===== src/rtl/phot_pkg.sv =====
// Shared constants, counter type and saturating increment for the photon gate/histogrammer.
// The IPI histogram is compiled in only when PHOT_IPI_HIST_EN is defined.
package phot_pkg;

  localparam int NCH_MAX  = 32;
  localparam int NIPI_MAX = 256;
  localparam int CW_MAX   = 32;

  typedef logic [CW_MAX-1:0] cnt_t;

  localparam logic RD_SEL_CNT = 1'b0;
  localparam logic RD_SEL_IPI = 1'b1;

  typedef enum logic {
    SW_IDLE  = 1'b0,
    SW_SWEEP = 1'b1
  } sweep_state_e;

  // Adds inc to v, sticking at the all-ones value of a w-bit counter.
  function automatic cnt_t sat_inc(input cnt_t v, input logic inc, input int unsigned w);
    cnt_t top_val;
    top_val = (w >= CW_MAX) ? '1 : ((cnt_t'(1) << w) - cnt_t'(1));
    return (inc && (v != top_val)) ? v + cnt_t'(1) : v;
  endfunction

endpackage


===== src/rtl/ipi_hist.sv =====
// Inter-photon-interval histogram: NIPI saturating bins, one-bin-per-cycle clear sweep,
// combinational read of the current (pre-increment) bin value.
module ipi_hist
  import phot_pkg::*;
#(
  parameter int CW   = 32,
  parameter int NIPI = 64
) (
  input  logic                    clk,
  input  logic                    rst_n,
  input  logic                    clr_start,
  input  logic                    inc_en,
  input  logic [$clog2(NIPI)-1:0] inc_idx,
  input  logic [7:0]              rd_addr,
  output logic [CW-1:0]           rd_val,
  output sweep_state_e            state_o
);

  localparam int AW = $clog2(NIPI);

  sweep_state_e  state_q, state_d;
  logic [AW-1:0] ptr_q, ptr_d;
  logic [CW-1:0] bins_q [NIPI];
  logic [CW-1:0] bins_d [NIPI];
  logic          sweep_clr;
  logic          inc_ok;
  cnt_t          inc_val;

  always_ff @(posedge clk or negedge rst_n) begin
    if (!rst_n) begin
      state_q <= SW_IDLE;
      ptr_q   <= '0;
    end else begin
      state_q <= state_d;
      ptr_q   <= ptr_d;
    end
  end

  // A start while sweeping rewinds the pointer, so the sweep always ends NIPI cycles after the last start.
  always_comb begin
    state_d = state_q;
    ptr_d   = ptr_q;
    if (clr_start) begin
      state_d = SW_SWEEP;
      ptr_d   = '0;
    end else if (state_q == SW_SWEEP) begin
      ptr_d = ptr_q + 1'b1;
      if (ptr_q == AW'(NIPI - 1)) begin
        state_d = SW_IDLE;
      end
    end
  end

  always_comb begin
    sweep_clr = (state_q == SW_SWEEP);
    inc_ok    = (state_q == SW_IDLE) && !clr_start && inc_en;
    state_o   = state_q;
  end

  assign inc_val = sat_inc(cnt_t'(bins_q[inc_idx]), 1'b1, CW);

  always_comb begin
    bins_d = bins_q;
    if (sweep_clr) begin
      bins_d[ptr_q] = '0;
    end else if (inc_ok) begin
      bins_d[inc_idx] = inc_val[CW-1:0];
    end
  end

  always_ff @(posedge clk or negedge rst_n) begin
    if (!rst_n) begin
      for (int i = 0; i < NIPI; i++) begin
        bins_q[i] <= '0;
      end
    end else begin
      bins_q <= bins_d;
    end
  end

  assign rd_val = ({1'b0, rd_addr} < 9'(NIPI)) ? bins_q[rd_addr[AW-1:0]] : '0;

endmodule


===== src/rtl/phot_gate_histo.sv =====
// Multi-channel photon gate: edge detect, veto window, masked coincidence outputs,
// per-channel saturating counters; IPI histogram only when PHOT_IPI_HIST_EN is defined.
module phot_gate_histo
  import phot_pkg::*;
#(
  parameter int NCH  = 8,
  parameter int CW   = 32,
  parameter int NIPI = 64,
  parameter int VW   = 8
) (
  input  logic           clkin,
  input  logic           nrst,
  input  logic           passthrough,
  input  logic           edge_only,
  input  logic [NCH-1:0] lvds_rx,
  input  logic [NCH-1:0] mask1,
  input  logic [NCH-1:0] mask2,
  input  logic [VW-1:0]  cycles_to_veto,
  input  logic           clr_req,
  output logic           clr_busy,
  input  logic           rd_sel,
  input  logic [7:0]     rd_addr,
  output logic [CW-1:0]  rd_data,
  output logic           out1,
  output logic           out2,
  output logic           anyphot,
  output logic           inveto,
  output logic           collision
);

  localparam int CH_AW = $clog2(NCH);

  logic [NCH-1:0] lvds_q, lvds_d;
  logic [VW-1:0]  ivc_q, ivc_d;
  logic [2:0]     clr_sync_q, clr_sync_d;
  logic           out1_q, out1_d;
  logic           out2_q, out2_d;
  logic           anyphot_q, anyphot_d;
  logic           inveto_q, inveto_d;
  logic           collision_q, collision_d;
  logic [CW-1:0]  rd_data_q, rd_data_d;
  logic [CW-1:0]  cnt_q [NCH];
  logic [CW-1:0]  cnt_d [NCH];
  cnt_t           cnt_sum [NCH];

  logic [NCH-1:0] raw;
  logic [NCH-1:0] phot;
  logic           veto_now;
  logic           accept;
  logic           clr_start;
  logic           busy;
  logic [CW-1:0]  ipi_rd;

  // Front end: edge detect and veto gating.
  always_comb begin
    raw      = edge_only ? (lvds_rx & ~lvds_q) : lvds_rx;
    veto_now = (ivc_q < cycles_to_veto);
    phot     = (passthrough || veto_now) ? '0 : raw;
    accept   = |phot;
    lvds_d   = lvds_rx;
  end

  // Interval counter: cleared by an accepted photon, saturates, holds in passthrough.
  always_comb begin
    ivc_d = ivc_q;
    if (!passthrough) begin
      if (accept) begin
        ivc_d = '0;
      end else if (ivc_q != '1) begin
        ivc_d = ivc_q + 1'b1;
      end
    end
  end

  always_comb begin
    out1_d      = passthrough ? (|lvds_rx) : (|(phot & mask1));
    out2_d      = passthrough ? (|(lvds_rx & mask2)) : (|(phot & mask2));
    anyphot_d   = accept;
    collision_d = !passthrough && veto_now && (|raw);
    inveto_d    = (ivc_d < cycles_to_veto);
  end

  // Two flops resynchronise the asynchronous clear level; the third gives its rising edge.
  always_comb begin
    clr_sync_d = {clr_sync_q[1:0], clr_req};
    clr_start  = clr_sync_q[1] & ~clr_sync_q[2];
  end

  always_comb begin
    for (int i = 0; i < NCH; i++) begin
      cnt_sum[i] = sat_inc(cnt_t'(cnt_q[i]), phot[i], CW);
    end
  end

  always_comb begin
    cnt_d = cnt_q;
    for (int i = 0; i < NCH; i++) begin
      if (clr_start) begin
        cnt_d[i] = '0;
      end else if (!busy) begin
        cnt_d[i] = cnt_sum[i][CW-1:0];
      end
    end
  end

`ifdef PHOT_IPI_HIST_EN
  localparam int IPI_AW = $clog2(NIPI);

  sweep_state_e      sweep_state;
  logic              ipi_inc;
  logic [IPI_AW-1:0] ipi_idx;

  assign ipi_inc = accept && (int'(ivc_q) < NIPI);
  assign ipi_idx = IPI_AW'(ivc_q);

  ipi_hist #(
    .CW   (CW),
    .NIPI (NIPI)
  ) u_ipi_hist (
    .clk       (clkin),
    .rst_n     (nrst),
    .clr_start (clr_start),
    .inc_en    (ipi_inc),
    .inc_idx   (ipi_idx),
    .rd_addr   (rd_addr),
    .rd_val    (ipi_rd),
    .state_o   (sweep_state)
  );

  assign busy = (sweep_state == SW_SWEEP);
`else
  // Without storage the clear degenerates to a single-cycle busy pulse.
  logic busy_q, busy_d;

  assign busy_d = clr_start;

  always_ff @(posedge clkin or negedge nrst) begin
    if (!nrst) begin
      busy_q <= 1'b0;
    end else begin
      busy_q <= busy_d;
    end
  end

  assign busy   = busy_q;
  assign ipi_rd = '0;
`endif

  always_comb begin
    rd_data_d = '0;
    if (rd_sel == RD_SEL_CNT) begin
      if (rd_addr < 8'(NCH)) begin
        rd_data_d = cnt_q[CH_AW'(rd_addr)];
      end
    end else begin
      rd_data_d = ipi_rd;
    end
  end

  always_ff @(posedge clkin or negedge nrst) begin
    if (!nrst) begin
      lvds_q      <= '0;
      ivc_q       <= '1;
      clr_sync_q  <= '0;
      out1_q      <= 1'b0;
      out2_q      <= 1'b0;
      anyphot_q   <= 1'b0;
      inveto_q    <= 1'b0;
      collision_q <= 1'b0;
      rd_data_q   <= '0;
      for (int i = 0; i < NCH; i++) begin
        cnt_q[i] <= '0;
      end
    end else begin
      lvds_q      <= lvds_d;
      ivc_q       <= ivc_d;
      clr_sync_q  <= clr_sync_d;
      out1_q      <= out1_d;
      out2_q      <= out2_d;
      anyphot_q   <= anyphot_d;
      inveto_q    <= inveto_d;
      collision_q <= collision_d;
      rd_data_q   <= rd_data_d;
      cnt_q       <= cnt_d;
    end
  end

  assign out1      = out1_q;
  assign out2      = out2_q;
  assign anyphot   = anyphot_q;
  assign inveto    = inveto_q;
  assign collision = collision_q;
  assign rd_data   = rd_data_q;
  assign clr_busy  = busy;

endmodule


===== config.mk =====
export PLATFORM = sky130hd
export DESIGN_NAME = phot_gate_histo
export DESIGN_NICKNAME = d
export VERILOG_FILES = /design/src/rtl/phot_pkg.sv /design/src/rtl/ipi_hist.sv /design/src/rtl/phot_gate_histo.sv
export SDC_FILE = /design/constraint.sdc
export NUM_CORES = 1
export LEC_CHECK = 0
export ABC_CLOCK_PERIOD_IN_PS = 2700
export CAP_MARGIN = 20
export CELL_PAD_IN_SITES_DETAIL_PLACEMENT = 1
export CELL_PAD_IN_SITES_GLOBAL_PLACEMENT = 2
export CORE_UTILIZATION = 36
export CTS_CLUSTER_SIZE = 40
export DETAILED_ROUTE_END_ITERATION = 10
export PLACE_DENSITY_LB_ADDON = 0.05
export SLEW_MARGIN = 10
export SYNTH_ARGS = -nofsm -noshare
export SYNTH_HDL_FRONTEND = slang
export SYNTH_SLANG_ARGS = --single-unit

===== constraint.sdc =====
create_clock -name clkin -period 2.7 [get_ports clkin]
set_input_delay 0.54 -clock clkin [delete_from_list [all_inputs] [get_ports clkin]]
set_output_delay 0.54 -clock clkin [all_outputs]
set_load 0.05 [all_outputs]

# Word level (Yosys, flattened, before mapping)
# Cells that the tools add are included.
[totals]
out_inout_bits = 38
word_cells = 119
reg_bits = 313
[classes]
add_sub_neg = 9
reduce_logical = 34
eq_ne = 10
magnitude_cmp = 4
mux = 36
bitwise_logic = 8
[op_table]
columns = ["op", "n"]
rows = [
  ["32-bit two-way mux", 28],
  ["32-bit by 1-bit adder with 32-bit output (second input constant)", 8],
  ["32-bit inequality test (second input constant)", 8],
  ["32-bit binary-select mux with 3-bit select", 1],
  ["8-bit OR reduction", 6],
  ["8-bit two-way mux", 5],
  ["8-bit AND", 4],
  ["8-bit less-than comparator", 2],
  ["2-bit AND reduction", 8],
  ["2-bit nonzero test", 8],
  ["1-bit logical AND", 10],
  ["8-bit by 1-bit adder with 8-bit output (second input constant)", 1],
  ["8-bit by 4-bit less-than comparator with 1-bit output (second input constant)", 1],
  ["8-bit inequality test (second input constant)", 1],
  ["8-bit inverter", 1],
  ["4-bit greater-or-equal comparator (second input constant)", 1],
  ["3-bit inverter with 4-bit output", 1],
  ["1-bit two-way mux", 2],
  ["2-bit by 1-bit inequality test with 1-bit output (second input constant)", 1],
  ["1-bit AND", 1],
  ["1-bit zero test", 1],
  ["1-bit logical OR", 1],
  ["1-bit inverter", 1],
]

# Depth between registers and ports, before layout
[logic_depth]
depth_word = 8
depth_mapped = 14

# Worst setup path before layout
# Ideal clock, no wire load.
[synth_path]
path_kind = "input port to flip-flop"
start = "in cycles_to_veto[1]"
end = "reg inveto_q, in the netlist inveto"
setup_slack_ps = -281
required_ps = 2618
setup_time_ps = 82
n_path_buf = 1
arrival_ps = 2899
cell_stages = 13
path_cell_list = "inv_1 -> ha_1 -> a2111o_1 -> a21oi_2 -> buf_2 -> nor2_1 -> a211oi_1 -> ha_1 -> nand4_1 -> a21oi_1 -> a21oi_1 -> nand2_1 -> a31oi_1"
[synth_via]
elab_chain_len = 7
[synth_rtl]
columns = ["element", "line", "rtl"]
rows = [
  ["start, declared", "phot_gate_histo.sv:18", "input logic [VW-1:0] cycles_to_veto,"],
  ["8-bit less-than comparator", "phot_gate_histo.sv:57", "veto_now = (ivc_q < cycles_to_veto);"],
  ["1-bit logical OR", "phot_gate_histo.sv:58", "phot = (passthrough || veto_now) ? '0 : raw;"],
  ["8-bit two-way mux", "phot_gate_histo.sv:58", ""],
  ["8-bit OR reduction", "phot_gate_histo.sv:59", "accept = |phot;"],
  ["net accept", "phot_gate_histo.sv:49", "logic accept;"],
  ["8-bit two-way mux", "phot_gate_histo.sv:67", "if (accept) begin"],
  ["8-bit two-way mux", "phot_gate_histo.sv:66", "if (!passthrough) begin"],
  ["net ivc_d[7]", "phot_gate_histo.sv:34", "logic [VW-1:0] ivc_q, ivc_d;"],
  ["8-bit less-than comparator", "phot_gate_histo.sv:80", "inveto_d = (ivc_d < cycles_to_veto);"],
  ["net inveto_d", "phot_gate_histo.sv:39", "logic inveto_q, inveto_d;"],
  ["end signal, assigned", "phot_gate_histo.sv:181", "inveto_q <= inveto_d;"],
  ["end, declared", "phot_gate_histo.sv:39", ""],
]
# The timed path passes the listed nets, and every way through them passes these cells.
# A chain may end at the register's enable or synchronous reset.

# Worst setup path in the final report
[layout_path]
start = "in cycles_to_veto[3]"
end = "reg cnt_q[100] in the netlist's numbering"
[layout_via]
elab_chain_len = 6
[layout_rtl]
columns = ["element", "line", "rtl"]
rows = [
  ["8-bit less-than comparator", "phot_gate_histo.sv:57", ""],
  ["1-bit logical OR", "phot_gate_histo.sv:58", ""],
  ["8-bit two-way mux", "phot_gate_histo.sv:58", ""],
  ["1-bit logical AND", "phot_pkg.sv:23", "return (inc && (v != top_val)) ? v + cnt_t'(1) : v;"],
  ["2-bit nonzero test (no source line)", "n/a", ""],
  ["2-bit AND reduction (no source line)", "n/a", ""],
  ["end signal, assigned", "phot_gate_histo.sv:184", "cnt_q <= cnt_d;"],
  ["end, declared", "phot_gate_histo.sv:42", "logic [CW-1:0] cnt_q [NCH];"],
]
# No other way between the ends.

==> flow_summary.rst <==
.. list-table::
   :header-rows: 1

   * - Metric
     - Value
   * - Final hold viol count
     - 0
   * - Cell area after synthesis
     - 17600 um2
   * - CTS tree
     - built
   * - Worst-Margin Slew
     - 0.634 ns
   * - Number of top-level design ports
     - 84
   * - Sequential Area
     - 7840 um2
   * - Routed wire length per instance
     - 23.6 um
   * - Clk_lat worst skew
     - 0.57 ns
   * - Clock Tree Root
     - sky130_fd_sc_hd__clkbuf_16
   * - RSZ-0062 raised after global routing
     - yes
   * - Sequential-to-total area share from yosys stat
     - 0.447
   * - First-pass GRT wire length
     - 97.4 mm
   * - Cell Chain, Critical Path
     - clkdlybuf4s50_1 > inv_2 > ha_4 > o21ai_2 > a21oi_2 > a21oi_4 > buf_12 > or4_4 > buf_8 > buf_12 > or3_4 > a21oi_2
   * - Number of standard cells after synthesis
     - around 1800
   * - Post-layout nets
     - between 2000 and 2500
   * - Area enclosed by the die boundary
     - 49600 um2
   * - Post-synthesis to final-layout area growth
     - 29.5%
   * - X dimension of the die
     - 223 um
   * - DIE HEIGHT
     - 223 um
   * - Number of antenna violations at the first check in global routing
     - 2
   * - Fraction of power spent switching nets
     - 0.265
   * - Post-route setup TNS
     - -0.0153 ns
   * - Number of buffers created by CTS
     - 41
   * - Most frequent standard cell in the layout excluding fill and tap cells
     - sky130_fd_sc_hd__dfrtp_1
   * - Maximum clock path buffer count
     - 3
   * - Setup violators final
     - 2
   * - Worst slew margin relative to its limit
     - 0.576
   * - Clock Power Share
     - 0.453
   * - Sw power
     - 3180 uW
   * - Number of distinct standard cells referenced by the synthesized netlist
     - 72
   * - Fraction of layout instances using a drive strength above 1
     - 0.230
   * - Number of core rows
     - 80
   * - Part of the power in registers
     - 0.407
   * - Total area of multi-input combinational cells
     - ~10000 um2
   * - Worst Path Class, Setup
     - in2reg
   * - Count of buffers inserted at the top-level ports
     - 83
   * - Library cell contributing the largest single delay on the critical path
     - sky130_fd_sc_hd__or4_4
   * - Leading register cell type out of synthesis
     - sky130_fd_sc_hd__dfrtp_1
   * - Count of nets left with antenna violations after detail routing
     - 0
   * - Failing checks
     - setup timing
   * - Last weighted congestion value of the routability-driven placer
     - 0.897
   * - Detailed Routing Iterations Pass 1
     - 4
   * - Synthesized area per cell
     - 9.91 um2
   * - Total number of vias
     - approximately 15000
   * - Worst Skew
     - 0.0199 ns
   * - Routed vias/inst
     - around 5.6
   * - Hpwl dp
     - 46.4 mm
   * - Total gr overflow
     - 0
   * - Endpoint required time on the critical path
     - roughly 3.2 ns
   * - Initial core utilization
     - 0.366
   * - Fraction of registers with async set or reset after synthesis
     - 1.00
   * - Synthesis warning total
     - 0
   * - CP peak stage delay
     - roughly 0.52 ns
   * - Maximum number of pins on one net before global-route repair
     - 65
   * - Arrival time at the worst endpoint
     - 3.20 ns
   * - Internal Dissipation
     - 8800 uW
   * - Max-capacitance violation count
     - 0
   * - Number of enable-type register cells in the synthesized netlist
     - 0
   * - Highest-count cells in the layout ignoring fill and taps
     - 304 x sky130_fd_sc_hd__dfrtp_1, 269 x sky130_fd_sc_hd__nor2_1, 195 x sky130_fd_sc_hd__buf_4, 125 x sky130_fd_sc_hd__nand2_1, 111 x sky130_fd_sc_hd__xor2_1
   * - Worst-path clk slew
     - 0.06 ns
   * - Worst setup timing slack at the placement stage
     - -0.903 ns
   * - Core Box Area
     - 47900 um2
   * - Power per cell area
     - 527 nW/um2
   * - Maximum clock frequency
     - 369 MHz
   * - Static power due to leakage
     - 0.00968 uW
   * - Status
     - finished, violations left
   * - Hold_ws
     - between 0.3 and 0.4 ns
   * - Filler cell count in the final layout
     - roughly 5300
   * - Via count of the first global-routing pass
     - between 15000 and 20000
   * - Antenna diode count
     - 0
   * - Worst min-delay path category
     - reg2reg
   * - Relative contribution of combinational cells to total power
     - 0.140
   * - Bufs and invs on worst path
     - 5
   * - Number of violations reported at the end of detailed-routing iteration 0
     - between 800 and 900
   * - Post-detailed-routing wire length
     - 63.2 mm
   * - CP Max Fanout
     - 15
   * - #FFs+latches synth
     - 313
   * - Setup crit start kind
     - primary input
   * - Final critical delay including setup and external delays
     - 2.71 ns
   * - Total DRC errors in the routed layout
     - 0
   * - Min setup slack post-route
     - -0.00812 ns
   * - Largest delay contributor family on the critical path
     - buffers and inverters
   * - Setup crit end kind
     - register
   * - H-Tree Depth
     - 2
   * - Period utilisation layout
     - 1.00
   * - All-Layer GR Usage
     - 0.258
   * - Share of the core filled with cells in the final layout
     - 0.474
   * - CTS Sinks
     - 313
   * - Final slew viol count
     - 0
   * - Worst supply voltage drop on vdd
     - 348 uV
   * - Post-synth net total
     - 1841
[final cells by class]
| cell class | count | share of cell area |
|---|---|---|
| flip-flops and latches | 313 | 0.345 |
| inverters | 34 | 0.00605 |
| repair buffers | 309 | 0.124 |
| well taps | 615 | 0.0339 |
| clock buffers | 64 | 0.0547 |
| clock inverters | 8 | 0.00319 |
| multi-input cells | 1339 | 0.433 |
[worst reg2reg max path, delay by kind of cell, from the launching register on]
kind / cells / cell delay [ns]
and+or+nand+nor: 3 / 1.04
DFF: 1 / 0.55
buffers and inverters: 3 / 0.48
AOI/OAI and AO/OA: 3 / 0.41
adders and majority gates: 1 / 0.14
[metrics by stage]
step           total power [uW]  instances  area [um2]
2_1_floorplan              5580       1772       17600
6_report                  12000       2682       22700
3_3_place_gp               6370       2598       20700
5_1_grt                   12400       2682       22700
4_1_cts                   12000       2675       22300
3_5_place_dp               6410       2598       20700
[cell families after synthesis]
| group | after synthesis | synth area share |
|---|---|---|
| AO/OA/AOI/OAI | 157 | 0.0572 |
| XOR/XNOR | 198 | 0.0988 |
| adder cells (fa/ha/maj) | 23 | 0.0164 |
| buffers and inverters | 120 | 0.0279 |
| flip-flops | 313 | 0.447 |
| multiplexers | 99 | 0.102 |
| AND/OR/NAND/NOR | 862 | 0.251 |
[synthesized netlist by cell type (3+ instances only)]
master	number	area share
sky130_fd_sc_hd__dfrtp_1	305	0.43
sky130_fd_sc_hd__nor2_1	272	0.058
sky130_fd_sc_hd__nand2_1	128	0.027
sky130_fd_sc_hd__xor2_1	113	0.056
sky130_fd_sc_hd__nand3_1	103	0.029
sky130_fd_sc_hd__nand4_1	90	0.032
sky130_fd_sc_hd__xnor2_1	85	0.042
sky130_fd_sc_hd__mux4_2	63	0.081
sky130_fd_sc_hd__clkbuf_1	59	0.013
sky130_fd_sc_hd__a21oi_1	55	0.016
sky130_fd_sc_hd__and3_1	49	0.017
sky130_fd_sc_hd__or3_1	46	0.016
sky130_fd_sc_hd__o21ai_0	45	0.013
sky130_fd_sc_hd__nor3_1	44	0.013
sky130_fd_sc_hd__nor4_1	40	0.014
sky130_fd_sc_hd__mux2i_1	35	0.020
sky130_fd_sc_hd__inv_1	34	0.0073
sky130_fd_sc_hd__and4_1	30	0.015
sky130_fd_sc_hd__ha_1	23	0.016
sky130_fd_sc_hd__or4_1	17	0.0073
sky130_fd_sc_hd__and2_1	16	0.0057
sky130_fd_sc_hd__buf_2	14	0.0040
sky130_fd_sc_hd__buf_1	10	0.0021
sky130_fd_sc_hd__o211ai_1	9	0.0038
sky130_fd_sc_hd__dfstp_2	8	0.012
sky130_fd_sc_hd__a31oi_1	6	0.0021
sky130_fd_sc_hd__a22oi_1	5	0.0021
sky130_fd_sc_hd__a41o_1	4	0.0023
sky130_fd_sc_hd__a21o_1	3	0.0013
sky130_fd_sc_hd__buf_6	3	0.0019
sky130_fd_sc_hd__nand2b_1	3	0.0011
sky130_fd_sc_hd__nor4_2	3	0.0021
[final timing paths]
check                                       start  depth (start not counted)       endpoint  slack [ns]
worst max-delay path            cycles_to_veto[3]                         12     cnt_q[100]      -0.008
worst min-delay path                clr_sync_q[0]                          0  clr_sync_q[1]        0.35
worst max register to register           ivc_q[7]                         10     cnt_q[100]           0
worst min register to register      clr_sync_q[0]                          0  clr_sync_q[1]        0.35
max in group asynchronous                    nrst                          4     cnt_q[200]        1.28
min in group asynchronous                    nrst                          2     cnt_q[156]        0.52
[metal layers]
layer | routed length, um | GRT usage
met3 | 3090 | 0.0464
met2 | 28900 | 0.402
met5 | 8 | 0
met1 | 29400 | 0.365
met4 | 1730 | 0.0747
[state kept, by name (all words and copies together), names as in the netlist, 3 cells and up]
name / count
clr_sync_q: 3
ivc_q: 8
cnt_q: 256
lvds_q: 8
rd_data: 32
[timing repair]
item | 4_1_cts | 5_1_grt
buffers inserted | 3 | 6
cloned | 1 | 2
endpoints found under the hold margin | 48 | 0
pin swaps | 21 | 38
hold buffers | 1 | 0
endpoints found under the setup margin | 87 | 111
resized for setup | 44 | 74
[power by group through the flow]
stage | sequential, uW | clock (uW) | combinational [uW]
floorplan | 5010 | 0 | 576
global placement | 4950 | 0 | 1430
detailed placement | 4950 | 0 | 1460
CTS | 4870 | 5580 | 1520
global route | 4890 | 5740 | 1820
finish | 4880 | 5420 | 1680
(Power assumes the default switching activity.)
